### src/rtl/shift_sensor_scanner.sv
// Scanner for a daisy-chained parallel-in/serial-out sensor chain: drives the shift clock and
// load strobe, shifts in NUM_BITS per scan, debounces across scans and publishes a stable word.
module shift_sensor_scanner #(
    parameter int                  NUM_BITS   = 32,
    parameter int                  CLK_DIV    = 100,
    parameter int                  SCAN_GAP   = 256,
    parameter int                  DEBOUNCE   = 3,
    parameter int                  INVERT     = 1,
    parameter logic [NUM_BITS-1:0] FORCE_MASK = NUM_BITS'(32'h0800_0000),
    parameter logic [NUM_BITS-1:0] FORCE_VAL  = NUM_BITS'(32'h0800_0000)
) (
    input  logic                i_clk,
    input  logic                i_reset,
    output logic                o_sr_clk,
    output logic                o_sr_load_n,
    input  logic                i_sr_data,
    input  logic                i_scan_req,
    output logic [NUM_BITS-1:0] o_data_out,
    output logic                o_data_valid,
    output logic                o_change_pulse,
    output logic                o_scan_busy
);

    localparam int DIV_W = (CLK_DIV > 1) ? $clog2(CLK_DIV) : 1;
    localparam int GAP_W = (SCAN_GAP > 1) ? $clog2(SCAN_GAP) : 1;
    localparam int BIT_W = $clog2(NUM_BITS);
    localparam int STB_W = $clog2(DEBOUNCE + 1);

    localparam logic [DIV_W-1:0] DIV_LAST = DIV_W'(CLK_DIV - 1);
    localparam logic [GAP_W-1:0] GAP_LAST = GAP_W'(SCAN_GAP - 1);
    localparam logic [BIT_W-1:0] BIT_LAST = BIT_W'(NUM_BITS - 1);
    localparam logic [STB_W-1:0] STB_MAX  = STB_W'(DEBOUNCE);

    typedef enum logic [1:0] {
        S_IDLE,
        S_LOAD,
        S_SHIFT,
        S_COMMIT
    } state_t;

    state_t              r_state;
    logic [DIV_W-1:0]    r_div_cnt;
    logic [GAP_W-1:0]    r_gap_cnt;
    logic [BIT_W-1:0]    r_bit_cnt;
    logic [STB_W-1:0]    r_stable_cnt;
    logic                r_sr_clk;
    logic                r_sr_load_n;
    logic                r_req_pend;
    logic [NUM_BITS-1:0] r_shreg;
    logic [NUM_BITS-1:0] r_prev_cand;
    logic [NUM_BITS-1:0] r_data_out;
    logic                r_data_valid;
    logic                r_change_pulse;
    logic                r_scan_busy;

    logic                w_tick;
    logic                w_rise;
    logic [NUM_BITS-1:0] w_pol;
    logic [NUM_BITS-1:0] w_cand;
    logic [STB_W-1:0]    w_stable_next;
    logic                w_publish;

    assign w_tick = (r_div_cnt == DIV_LAST);
    assign w_rise = w_tick & ~r_sr_clk;

    assign w_pol  = (INVERT != 0) ? ~r_shreg : r_shreg;
    assign w_cand = (w_pol & ~FORCE_MASK) | (FORCE_VAL & FORCE_MASK);

    // Run length of identical candidates; saturates so it never wraps back below DEBOUNCE.
    assign w_stable_next = (w_cand != r_prev_cand)  ? STB_W'(1) :
                           (r_stable_cnt == STB_MAX) ? STB_MAX   :
                                                       r_stable_cnt + STB_W'(1);
    assign w_publish = (w_stable_next == STB_MAX) && (!r_data_valid || (w_cand != r_data_out));

    // Free-running divider: sr_clk is never gated, stretched or restarted by a scan request.
    always_ff @(posedge i_clk) begin
        if (i_reset) begin
            r_div_cnt <= '0;
            r_sr_clk  <= 1'b0;
        end else if (w_tick) begin
            r_div_cnt <= '0;
            r_sr_clk  <= ~r_sr_clk;
        end else begin
            r_div_cnt <= r_div_cnt + DIV_W'(1);
        end
    end

    always_ff @(posedge i_clk) begin
        if (i_reset) begin
            r_state        <= S_IDLE;
            r_gap_cnt      <= '0;
            r_bit_cnt      <= '0;
            r_stable_cnt   <= '0;
            r_sr_load_n    <= 1'b1;
            r_req_pend     <= 1'b0;
            // NOTE: shreg and prev_cand are reset too, so an aborted scan leaves no partial word or history behind.
            r_shreg        <= '0;
            r_prev_cand    <= '0;
            r_data_out     <= '0;
            r_data_valid   <= 1'b0;
            r_change_pulse <= 1'b0;
            r_scan_busy    <= 1'b0;
        end else begin
            r_change_pulse <= 1'b0;
            if (i_scan_req) begin
                r_req_pend <= 1'b1;
            end

            case (r_state)
                S_IDLE: begin
                    if (w_rise) begin
                        if ((r_gap_cnt == GAP_LAST) || r_req_pend) begin
                            r_state     <= S_LOAD;
                            r_sr_load_n <= 1'b0;
                            r_gap_cnt   <= '0;
                            r_scan_busy <= 1'b1;
                            // A request arriving in this very cycle must survive the clear.
                            r_req_pend  <= i_scan_req;
                        end else begin
                            r_gap_cnt <= r_gap_cnt + GAP_W'(1);
                        end
                    end
                end

                S_LOAD: begin
                    if (w_rise) begin
                        r_sr_load_n <= 1'b1;
                        r_bit_cnt   <= '0;
                        r_state     <= S_SHIFT;
                    end
                end

                S_SHIFT: begin
                    if (w_rise) begin
                        r_shreg[r_bit_cnt] <= i_sr_data;
                        if (r_bit_cnt == BIT_LAST) begin
                            r_state <= S_COMMIT;
                        end else begin
                            r_bit_cnt <= r_bit_cnt + BIT_W'(1);
                        end
                    end
                end

                S_COMMIT: begin
                    r_prev_cand  <= w_cand;
                    r_stable_cnt <= w_stable_next;
                    if (w_publish) begin
                        r_data_out     <= w_cand;
                        r_data_valid   <= 1'b1;
                        r_change_pulse <= r_data_valid;
                    end
                    r_state     <= S_IDLE;
                    r_scan_busy <= 1'b0;
                end

                default: begin
                    r_state <= S_IDLE;
                end
            endcase
        end
    end

    assign o_sr_clk       = r_sr_clk;
    assign o_sr_load_n    = r_sr_load_n;
    assign o_data_out     = r_data_out;
    assign o_data_valid   = r_data_valid;
    assign o_change_pulse = r_change_pulse;
    assign o_scan_busy    = r_scan_busy;

endmodule

### config.mk
export PLATFORM = sky130hd
export DESIGN_NAME = shift_sensor_scanner
export DESIGN_NICKNAME = d
export VERILOG_FILES = /design/src/rtl/shift_sensor_scanner.sv
export SDC_FILE = /design/constraint.sdc
export NUM_CORES = 1
export LEC_CHECK = 0
export ABC_AREA = 1
export CORE_MARGIN = 4
export CORE_UTILIZATION = 55
export CTS_CLUSTER_DIAMETER = 60
export DETAILED_ROUTE_END_ITERATION = 8
export PLACE_DENSITY = 0.75
export SYNTH_ARGS = -nofsm -noshare
export SYNTH_HDL_FRONTEND = slang
export SYNTH_SLANG_ARGS = --single-unit
### constraint.sdc
create_clock -name i_clk -period 2.05 [get_ports i_clk]
set_clock_uncertainty 0.05 [all_clocks]
set_input_delay 0.3075 -clock i_clk [delete_from_list [all_inputs] [get_ports i_clk]]
set_output_delay 0.3075 -clock i_clk [all_outputs]
set_load 0.01 [all_outputs]
==> results.md, run 1 <==
- The initial DRC count is 640.
- The setup slack after layout is 0.142 ns.
- The remaining max-slew budget at the tightest pin is 66.9%.
- The fill cell instance count of the final layout is 974.
- The number of global-route vias before repair is 5399.
- The top cell types in the final layout, fill and taps aside, are sky130_fd_sc_hd__nand2_1, sky130_fd_sc_hd__inv_1, sky130_fd_sc_hd__nor2_1, sky130_fd_sc_hd__dfxtp_1, sky130_fd_sc_hd__a21oi_1.
- The pin slew with the least headroom to its limit is 0.493 ns.
- Overall power consumption after layout is estimated at 5.49 mW.
- Once detail routing completed, the nets flagged for antenna violations numbered 0.
- The maximum number of pins on one net before global-route repair is 68.
- The critical path goes through o21a_1 -> nand2_1 -> nor2_1 -> nand2_1 -> nor2_1 -> nand2_1 -> buf_4 -> nand4_1 -> nand2_1 -> nor2_1.
- The total number of vias is 5989.
- The ratio of cells with drive above 1 in the final layout is 8.16%.
- The initialized floorplan defines 38 standard-cell rows.
- The clock passes through at most 2 buffers.
- Leaving out fill and tap cells, the most frequent cell in the layout is sky130_fd_sc_hd__nand2_1.
- The number of buffers inserted for hold repair after clock tree synthesis is 0.
- The flow ran to the end, and the final reports show no timing, DRC or antenna violations.
- From synthesis to final layout, the design area changed by 19.1%.
- The worst supply voltage drop on vdd is 530 uV.
- The data required time of the worst path is 2.36 ns.
- Summing every instance area after synthesis gives 0.00634 mm^2.
- Of the available clock period, the critical path in the final layout requires 93.1%.
- TritonCTS built the clock tree.
- After clock tree synthesis, the clock-pin slew on the worst setup and hold paths is 0.05 ns.
- The total routing resource utilization after global routing is 25.5%.
- The largest fanout on the critical path is 22.
- In the routed layout, each cell is associated on average with a via count of 5.12.
- The number of placed instances, taps included, is 1138.
- Summing all multi-input logic gate instances after layout gives 0.00307 mm^2.
- STA classifies the critical path endpoint as a flop.
- The wire length of the first global-routing pass is 26300 um.
- The total nets after synthesis is 991.
- During synthesis, Yosys emitted a total of 0 warnings.
- The number of buffers inserted by port buffering is 40.
- Setup violations remaining at the end of the flow were counted as 0.
- Ranked by total cell area, the synthesized netlist is headed by sky130_fd_sc_hd__dfxtp_1, sky130_fd_sc_hd__nand2_1, sky130_fd_sc_hd__inv_1.
- The number of max-slew violations in the final report is 0.
- The class of the most critical hold timing path is reg -> reg.
- The final number of hold-violating endpoints is 0.
- The number of antenna diodes in the final layout is 0.
- CTS built an H-tree with a depth of 4.
- The sort of element at the start of the critical path is a flop.
- For this run the aggregate overflow at the end of global routing stands at 0.
- The highest achievable clock rate is 0.524 GHz.
- The largest single stage delay on the critical path is 0.45 ns.
- The fraction of the mapped netlist area in simple logic gates is 32.1%.
- The iteration count of the initial detailed-routing pass is 5.
- After Yosys synthesis, full adders, half adders and majority gates account for 2.37% of the synthesized area.
- The initial utilization of the core area, before any placement, comes to 57.3%.
- The floorplan step defined a die boundary enclosing 0.0133 mm^2.
- The cell count after synthesis is 975.
- The slowest stage of the critical path is the sky130_fd_sc_hd__dfxtp_1 cell.
- Setup repair after global routing left no endpoint under its margin.
- The dominant cell type by count on the critical path is sky130_fd_sc_hd__nand2_1.
- The arrival time at the worst endpoint is 2.21 ns.
- The sequential standard cell area is 0.00249 mm^2.
- The post-synthesis sequential area ratio is 39.1%.
- For this design, the sink count on the clock tree is 124.
- In this run the vertical extent of the chip is 115 um.
- The cell accounting for the most synthesized area is sky130_fd_sc_hd__dfxtp_1.
- The number of distinct library cells after synthesis is 33.
- On the final layout, the worst hold slack is 0.405 ns.
- Across the run, the number of max-cap violations was 0.
- The accumulated negative setup slack is 0 ns.
- The root buffer cell chosen for the clock tree is sky130_fd_sc_hd__clkbuf_16.
- The number of clock buffers added by TritonCTS is 17.
- The net count of the finished layout is 1033.
- The proportion of netlist area held by the largest area contributor is 39.1%.
- The synthesized netlist devotes 12.6% of its cell area to compound gates.
- The number of antenna violations at the first check in global routing was 0.
- The detail-routed net length per standard cell is 13.7 um.
- At the end of routability-driven placement, the weighted congestion stood at 0.885.
- The later-pin clock latency in the skew report is 0.43 ns.
- The floorplan core area is 0.0111 mm^2.
- The setup path with the least slack is of type reg -> reg.
- Dividing total power by cell area gives a power density of 727 mW/mm^2.
- After layout, the minimum clock period comes to 1.91 ns.
- After legalization and detailed placement, the total HPWL measured 10900 um.
- The largest family of logic cells by synthesized area is simple AND/OR/NAND/NOR gates.
- The post-place setup slack is 0.0618 ns.
- Of the post-synthesis cell area, the part taken by muxes is 0%.
- The routed design has 16000 um of wire.
- The count of placed standard cells in the final layout, fillers left out is 1169.
- Measured along the x axis, the die boundary spans 115 um.
- The xor/xnor share of the synthesized area is 1.24%.
- In this run the count of I/O pins placed on the die edge is 41.
- The flip-flop and latch count after synthesis is 124.
- After synthesis, the mean cell area works out to 6.51 um^2.
- For this run, design rule violations remaining after detail routing come to 0.
- The leakage power is 3.14 nW.
==> worst max-delay path: cells and delay by family (launching register included) <==
family | cells | cell delay (ns)
AOI/OAI and AO/OA | 1 | 0.27
and+or+nand+nor | 8 | 0.79
buffers and inverters | 1 | 0.27
DFF | 1 | 0.45
==> report_power, final <==
| group | total, mW | internal, mW | switching [mW] |
|---|---|---|---|
| Sequential | 2.42 | 2.42 | 0.00415 |
| Clock | 2.96 | 1.90 | 1.06 |
| Combinational | 0.109 | 0.0382 | 0.0705 |
==> routing by layer <==
metal / vias up / share of wire, % / routed length, um / GRT usage (%)
met3: 28 / 6.6 / 1060 / 7.16
met2: 196 / 43 / 6950 / 39.1
met4: 0 / 2.2 / 349 / 10.1
met1: 2610 / 48 / 7630 / 34.1
met5: - / 0 / 0 / 0
li1: 3155 / - / - / -
==> cell usage after synthesis, drive strengths merged <==
| master | instances |
|---|---|
| nor3b | 2 |
| a21oi | 76 |
| dfxtp | 124 |
| nor3 | 17 |
| nor2 | 135 |
| nand3 | 36 |
| buf | 16 |
| o211ai | 2 |
| o31ai | 1 |
| nand3b | 4 |
| o21ai | 74 |
| and3 | 1 |
| inv | 153 |
| or2 | 2 |
| a31oi | 1 |
| nand2 | 245 |
| xor2 | 6 |
| o21a | 2 |
| clkbuf | 26 |
| ha | 12 |
| nand4 | 36 |
| xnor2 | 3 |
| a21o | 1 |
==> cell families after synthesis <==
logic type | Yosys count
AOI/OAI and AO/OA | 157
xor gates and xnor gates | 9
adders and majority gates | 12
buffers and inverters | 195
DFF | 124
and+or+nand+nor | 478
==> per-stage QoR <==
stage	utilization [%]	area, um^2
floorplan	-	6340
global placement	62.9	6960
detailed placement	62.9	6960
CTS	68.1	7540
global route	68.2	7550
finish	68.2	7550
==> flip-flops by register name, summed over array words and instances, names as in the netlist <==
register,count
o_data_out,32
r_prev_cand,32
r_shreg,31
r_gap_cnt,8
r_div_cnt,7
r_bit_cnt,5
r_stable_cnt,2
r_state,2
o_change_pulse,1
o_scan_busy,1
o_sr_clk,1
o_sr_load_n,1
r_req_pend,1
==> layout make-up <==
type | count | share of cell area (%)
clock buffer | 23 | 6.46
clock inverter | 8 | 1.19
inverter | 153 | 7.60
sequential | 124 | 32.9
tap | 140 | 2.32
timing repair buffer | 65 | 8.78
multi-input combinational | 656 | 40.7
==> what timing repair did <==
action | 4_1_cts | 5_1_grt
endpoints found under the setup margin | 0 | 70
resized for setup | 0 | 9
buffers inserted | 0 | 0
==> path summary, 6_finish.rpt <==
kind | depth (start not counted) | slack [ns] | to | startpoint
hold / removal | 1 | 0.40 | r_div_cnt[0] | r_div_cnt[0]
hold reg to reg | 1 | 0.40 | r_div_cnt[0] | r_div_cnt[0]
setup reg to reg | 10 | 0.14 | o_data_out[7] | r_shreg[15]
setup / recovery | 10 | 0.14 | o_data_out[7] | r_shreg[15]
Power figures use the tool's default switching activity.
==> inputs of run 2 (changes only) <==
--- a/config.mk
+++ b/config.mk
@@ -10,7 +10,9 @@
 export CORE_UTILIZATION = 55
 export CTS_CLUSTER_DIAMETER = 60
 export DETAILED_ROUTE_END_ITERATION = 8
+export HOLD_SLACK_MARGIN = 0.08
 export PLACE_DENSITY = 0.75
+export REMOVE_ABC_BUFFERS = 1
 export SYNTH_ARGS = -nofsm -noshare
 export SYNTH_HDL_FRONTEND = slang
 export SYNTH_SLANG_ARGS = --single-unit
==> run 2 against run 1 <==
Net effect: sequential power is essentially flat; count of clock-buffer cells in the layout grew 4; combinational power shrank 5%; die area is the same; critical path type unchanged; critical endpoint is now r_shreg[0].
==> results.md, run 2 (synthesized netlist as in run 1, its figures left out) <==
- The number of placement rows is 38 (unchanged).
- The remaining global-route overflow was 0 (unchanged).
- The sum of net half-perimeters after detailed placement is 10600 um (-2.8%).
- The number of max-cap violations is 0 (unchanged).
- The endpoint identified for the worst register-to-register timing path is r_shreg[0].
- The total number of vias is 6147 (+2.6%).
- The detail-routed net length per standard cell came to 13.5 um (-1.3%).
- The number of clock sinks seen by CTS is 124 (unchanged).
- The run finished with clean final reports.
- The end-of-flow core utilization is 68.6% (+0.41 points).
- The final standard cell area without fillers is 0.00760 mm^2 (+0.60%).
- In this run the worst setup path begins at r_div_cnt[0].
- The overall die area is 0.0133 mm^2 (unchanged).
- The residual antenna-violating net count after detailed routing is 0 (unchanged).
- The arrival time at the worst endpoint came to 2.18 ns (-0.03 ns).
- The clock edge transition at the registers on the reported setup and hold paths is 0.05 ns (about the same).
- The number of global-route vias before repair is 5447 (+0.89%).
- The post-detailed-route via-to-cell ratio is 5.26 (+2.6%).
- The kind of end point of the critical path is a flop.
- The ratio of cells with drive above 1 in the final layout is 8.07% (-0.097 points).
- Leaving out fill and tap cells, the most frequent cells in the layout are sky130_fd_sc_hd__nand2_1, sky130_fd_sc_hd__inv_1, sky130_fd_sc_hd__nor2_1, sky130_fd_sc_hd__dfxtp_1, sky130_fd_sc_hd__a21oi_1.
- The area added between synthesis and finish is 19.8%.
- The post-place instance area is 0.00694 mm^2 (-0.29%).
- The number of setup violations in the final report is 0 (unchanged).
- The DRC violation count after routing was 0 (unchanged).
- The accumulated negative setup slack is 0 ns (unchanged).
- The worst-case clock buffer depth was 2 (unchanged).
- The last weighted congestion value of the routability-driven placer is 0.832 (-6.0%).
- The number of antenna violations at the first check in global routing is 0 (unchanged).
- The wire length of the first global-routing pass is 26400 um (+0.21%).
- The initial DRC count is 526 (-18%).
- The antenna diode count is 0 (unchanged).
- The worst supply voltage drop on vdd is 609 uV (+15%).
- The effective utilization at floorplan is 57.3% (unchanged).
- The class of the most critical hold timing path is reg -> reg.
- The post-route clock period utilization is 93.8% (+0.71 points).
- The die outline height came to 115 um (unchanged).
- The CTS tree is yes.
- The routed wire length on met3 is 1010 um (-4.9%).
- The later-pin clock latency in the skew report is 0.42 ns (about the same).
- The overall power consumption is 5.74 mW (+4.5%).
- The maximum number of pins on one net before global-route repair is 52 (-24%).
- The largest fanout on the critical path is 14 (-36%).
- The worst setup slack for register-to-register paths came to 0.13 ns (about the same).
- The I/O pin count is 41 (unchanged).
- The number of post-CTS setup repair buffers is 0 (unchanged).
- The routed metal-1 wirelength is 7170 um (-6.1%).
- The number of buffers added by the clock tree synthesis step came to 17 (unchanged).
- The origin of the worst min-delay path is r_div_cnt[0].
- The highest achievable clock rate is 0.520 GHz (-0.76%).
- The fill cell instance count of the final layout is 993 (+2.0%).
- The number of cells on the worst reg-to-reg path is 10 (unchanged).
- The critical path in this run is classified as reg -> reg.
- The die width came to 115 um (unchanged).
- In this run the critical register-to-register path is launched from r_div_cnt[0].
- The sort of element at the start of the critical path is a flop.
- The highest metal layer carrying signal wires in the routed design is met4.
- The library cell used most frequently in the layout, excluding fill and tap cells, is sky130_fd_sc_hd__nand2_1.
- The iteration count of the initial detailed-routing pass is 7 (+2).
- The total met2 wirelength after detailed routing is 7160 um (+3.0%).
- The most critical setup path has its endpoint at r_shreg[0].
- The total routing resource utilization after global routing is 25.1% (-0.45 points).
- The tree is rooted in a sky130_fd_sc_hd__clkbuf_16.
- The shortest clock period the worst path allows after layout is 1.92 ns (+0.0146 ns).
- The power per unit of standard cell area is 755 mW/mm^2 (+3.9%).
- The number of buffers inserted by port buffering is 40 (unchanged).
- The net total in the final layout is 1032 (-0.097%).
- The number of max-slew violations in the final report is 0 (unchanged).
- The number of H-tree levels is 4 (unchanged).
- The floorplan core area came to 0.0111 mm^2 (unchanged).
- The data required time of the worst path is 2.30 ns (-0.06 ns).
- The remaining max-slew budget at the tightest pin is 57.8% (-9.1 points).
- The pin slew with the least headroom to its limit is 0.628 ns (+0.136 ns).
- The leakage power was 3.16 nW (+0.41%).
- The total wire length is 15800 um (-1.3%).
- The final number of hold-violating endpoints is 0 (unchanged).
==> run 2: changes by cell type in the layout (fill, tap and decap cells not counted) <==
cell / change
sky130_fd_sc_hd__buf_12: -1
sky130_fd_sc_hd__bufinv_16: +1
sky130_fd_sc_hd__clkbuf_8: +4
sky130_fd_sc_hd__clkinv_2: -4
sky130_fd_sc_hd__dfxtp_1: +2
sky130_fd_sc_hd__dfxtp_2: -2
sky130_fd_sc_hd__nor2_1: -1
sky130_fd_sc_hd__nor2_2: +1
sky130_fd_sc_hd__o21ai_0: -1
sky130_fd_sc_hd__o21ai_1: +1
==> run 2: where the power goes <==
part | internal (mW) | switching [mW]
registers | 2.42 | 0.00482
clock network | 2.17 | 1.04
logic | 0.0345 | 0.0699
==> run 2: through the flow <==
stage / hold slack (ns) / cells / setup slack (ns)
final: 0.404 / 1169 / 0.127
after global routing: 0.419 / 1169 / -0.0126
after CTS: 0.407 / 1169 / 0.0160
after detailed placement: 0.387 / 1137 / 0.0641
after global placement: 0.383 / 1137 / 0.0933
after floorplan: 0.327 / 933 / -0.728
==> run 2: how the worst min path moves through the flow <==
stage,to,cells after the start,slack (ns)
6_report,r_div_cnt[0],1,0.40
5_1_grt,r_div_cnt[0],1,0.42
4_1_cts,r_div_cnt[0],1,0.41
3_5_place_dp,r_div_cnt[0],1,0.39
3_3_place_gp,r_div_cnt[0],1,0.38
2_1_floorplan,o_data_out[27],1,0.33
==> run 2: area by class of cell <==
cell class | count | area [um^2] | area share [%]
tap | 140 | 175 | 2.31
sequential | 124 | 2490 | 32.7
clock inverter | 5 | 100 | 1.32
inverter | 153 | 574 | 7.56
clock buffer | 27 | 543 | 7.15
timing repair buffer | 64 | 643 | 8.46
multi-input combinational | 656 | 3080 | 40.5
==> run 2: routing by layer <==
metal / GRT usage [%] / up-vias
met5: 0 / -
met4: 11.3 / 0
met3: 6.32 / 43
met2: 38.3 / 196
met1: 33.5 / 2751
li1: - / 3157
==> run 2: repair_timing <==
action,CTS,global route
resized for setup,1,8
endpoints found under the setup margin,1,45
pin swaps,0,1
hold buffers,0,0
==> run 2: worst max-delay path, stage by stage, from the launching register on <==
cell,delay [ns]
sky130_fd_sc_hd__dfxtp_1,0.36
sky130_fd_sc_hd__ha_1,0.20
sky130_fd_sc_hd__nand2_1,0.06
sky130_fd_sc_hd__nor2_1,0.08
sky130_fd_sc_hd__inv_1,0.07
sky130_fd_sc_hd__or2_4,0.31
sky130_fd_sc_hd__nor2_8,0.13
sky130_fd_sc_hd__buf_12,0.14
sky130_fd_sc_hd__nand3_1,0.10
sky130_fd_sc_hd__o21ai_0,0.23
sky130_fd_sc_hd__a21oi_1,0.08
==> inputs of run 3 (changes only) <==
--- a/config.mk
+++ b/config.mk
@@ -13,6 +13,7 @@
 export HOLD_SLACK_MARGIN = 0.08
 export PLACE_DENSITY = 0.75
 export REMOVE_ABC_BUFFERS = 1
+export SETUP_SLACK_MARGIN = 0.5
 export SYNTH_ARGS = -nofsm -noshare
 export SYNTH_HDL_FRONTEND = slang
 export SYNTH_SLANG_ARGS = --single-unit
==> run 3 against run 2 <==
Net effect: the run now ends with negative setup slack left; largest power group unchanged; sequential share of layout area is 4.4 points lower; fmax is 9.9% lower; largest cell class unchanged; register-to-register slack worse by 0.21 ns.
==> results.md, run 3 (synthesized netlist as in run 1, its figures left out) <==
- The run finished, with violations left.
- The checks that failed: negative setup slack.
- The DRC violation count after routing is 0 (unchanged).
- The total routing resource utilization after global routing was 28.5% (+3.4 points).
- The path with the worst hold slack has its endpoint at r_prev_cand[4].
- The clock edge transition at the registers on the reported setup and hold paths is 0.06 ns (about the same).
- The arrival time at the worst endpoint was 2.41 ns (+0.23 ns).
- The worst-case clock buffer depth was 2 (unchanged).
- Relative to the synthesized area, the layout overhead comes to 44.9%.
- The detail-routed net length per standard cell is 19.0 um (+40%).
- The initial DRC count is 894 (+70%).
- The combined buffer and inverter count along the critical path is 4 (+2).
- The number of buffers added by the clock tree synthesis step is 17 (unchanged).
- The critical register-to-register path startpoint is r_prev_cand[10].
- The number of instances in the placed design is 1137 (unchanged).
- The endpoint identified for the worst register-to-register timing path is o_data_out[30].
- The sum of net half-perimeters after detailed placement is 10600 um (unchanged).
- The count of cells along the worst hold path is 1 (unchanged).
- The number of max-slew violations in the final report was 0 (unchanged).
- The number of buffers inserted by port buffering was 40 (unchanged).
- The sort of element at the start of the critical path is a flop.
- The slowest stage of the critical path is the sky130_fd_sc_hd__dfxtp_2 cell.
- The die width is 115 um (unchanged).
- The final hold slack is 0.413 ns (+0.00842 ns).
- The CTS tree is yes.
- The delay of the slowest cell on the worst path is 0.36 ns (about the same).
- The overall die area is 0.0133 mm^2 (unchanged).
- The wire length of the first global-routing pass is 29700 um (+13%).
- The fill cell instance count of the final layout is 631 (-36%).
- The depth of the critical timing path with buffers and inverters included is 14 (+4).
- The overall power consumption is 5.83 mW (+1.6%).
- The cell family contributing the most delay on the critical path is simple AND/OR/NAND/NOR gates.
- The post-place setup slack came to 0.0641 ns (unchanged).
- The I/O pin count is 41 (unchanged).
- The post-detailed-route via-to-cell ratio came to 5.95 (+13%).
- The most frequent standard cell in the layout excluding fill and tap cells is sky130_fd_sc_hd__nand2_1.
- The critical setup path kind is reg -> reg.
- Traced cell by cell, the critical path runs through inv_1 -> nand2_1 -> nand2_1 -> nor2_1 -> nand2_1 -> nor2_1 -> nand2_2 -> nor2_4 -> buf_6 -> buf_6 -> clkbuf_16 -> nand4_1 -> nand2_1 -> nor2_1.
- The die outline height is 115 um (unchanged).
- Counting stages on the worst path, the most repeated cell is sky130_fd_sc_hd__nand2_1.
- The largest fanout on the critical path is 5 (-9).
- The net total in the final layout is 1080 (+4.7%).
- The class of the most critical hold timing path is reg -> reg.
- The multi-input logic area is 0.00387 mm^2 (+26%).
- The origin of the worst min-delay path is r_shreg[4].
- The ratio of cells with drive above 1 in the final layout is 29.4% (+21 points).
- The remaining max-slew budget at the tightest pin came to 36.8% (-21 points).
- The pin slew with the least headroom to its limit is 0.949 ns (+0.320 ns).
- The last weighted congestion value of the routability-driven placer is 0.832 (unchanged).
- The iteration count of the initial detailed-routing pass is 9 (+2).
- CTS placed an instance of sky130_fd_sc_hd__clkbuf_16 at the clock tree root.
- The total wire length is 23100 um (+46%).
- The number of global-route vias before repair is 6080 (+12%).
- The sequential standard cell area is 0.00260 mm^2 (+4.5%).
- The number of H-tree levels is 4 (unchanged).
- The number of placement rows was 38 (unchanged).
- The highest achievable clock rate came to 0.468 GHz (-9.9%).
- The effective utilization at floorplan came to 57.3% (unchanged).
- The data required time of the worst path came to 2.32 ns (+0.02 ns).
- The leakage power came to 3.83 nW (+21%).
- The kind of end point of the critical path is a flop.
- The maximum number of pins on one net before global-route repair came to 52 (unchanged).
- The number of clock sinks seen by CTS is 124 (unchanged).
- The setup slack after layout is -0.0850 ns (-0.212 ns).
- The shortest clock period the worst path allows after layout is 2.14 ns (+0.212 ns).
- The total number of vias is 7241 (+18%).
- The remaining global-route overflow is 0 (unchanged).
- The number of buffers inserted for hold repair after clock tree synthesis is 0 (unchanged).
- The residual antenna-violating net count after detailed routing was 0 (unchanged).
- The power per unit of standard cell area came to 634 mW/mm^2 (-16%).
- Setup repair after global routing could not meet its margin everywhere.
- The antenna diode count is 0 (unchanged).
- The floorplan core area is 0.0111 mm^2 (unchanged).
- The worst setup slack for register-to-register paths is -0.09 ns (-0.21 ns).
- The later-pin clock latency in the skew report is 0.43 ns (about the same).
- The post-route clock period utilization is 104% (+10 points).
- The worst supply voltage drop on vdd was 732 uV (+20%).
- The number of setup violations in the final report is 24 (+24).
- The number of max-cap violations is 0 (unchanged).
- The final number of hold-violating endpoints came to 0 (unchanged).
- The number of cells on the worst reg-to-reg path is 14 (+4).
- The number of antenna violations at the first check in global routing is 0 (unchanged).
- In the layout the commonest cells are sky130_fd_sc_hd__nand2_1, sky130_fd_sc_hd__inv_1, sky130_fd_sc_hd__nor2_1, sky130_fd_sc_hd__dfxtp_1, sky130_fd_sc_hd__a21oi_1.
- The count of placed standard cells in the final layout, fillers left out came to 1217 (+4.1%).
run 3: through the flow:
step / cell area, um^2 / TNS, ns / util [%]
final: 9190 / -0.817 / 82.9
after global routing: 9190 / -2.15 / 82.9
after CTS: 8360 / 0 / 75.4
after detailed placement: 6940 / 0 / 62.7
after global placement: 6940 / 0 / 62.7
after floorplan: 6120 / -24.71 / -
run 3: worst reg2reg max path: cells and delay by family, from the launching register on:
kind          cells  cell delay, ns
flops             1            0.36
simple gates     10            1.09
buf+inv           4            0.53
run 3: worst max path at each step:
stage                               start  slack [ns]             end
after global placement       r_div_cnt[0]        0.09     r_shreg[22]
after global routing          r_shreg[10]       -0.12   o_data_out[6]
after floorplan                r_state[0]       -0.73   o_data_out[0]
after CTS                    r_div_cnt[1]        0.22      r_state[0]
final                     r_prev_cand[10]       -0.09  o_data_out[30]
after detailed placement     r_div_cnt[0]        0.06     r_shreg[14]
run 3: repair_timing:
item	in CTS	in global routing
gates cloned	6	4
resized for setup	202	171
buffers inserted	30	8
pin swaps	49	84
setup endpoints to repair	121	84
run 3: final cells by class:
| class | instances | share of cell area [%] |
|---|---|---|
| inverter | 153 | 6.40 |
| tap | 140 | 1.91 |
| sequential | 124 | 28.3 |
| clock inverter | 5 | 1.09 |
| multi-input combinational | 656 | 42.1 |
| timing repair buffer | 112 | 14.3 |
| clock buffer | 27 | 5.91 |
run 3: where the power goes:
part	leakage (nW)	internal (mW)	total, mW	switching (mW)
clock	0.320	2.17	3.28	1.12
combinational	2.48	0.0499	0.144	0.0943
sequential	1.03	2.39	2.40	0.00803
run 3: metal layers:
metal	vias up	global-route usage [%]	part of all wire (%)
met1	3334	34.6	36
met5	-	0	0
met4	0	14.1	6.5
met3	149	7.68	9.2
li1	3269	-	-
met2	489	46.6	48
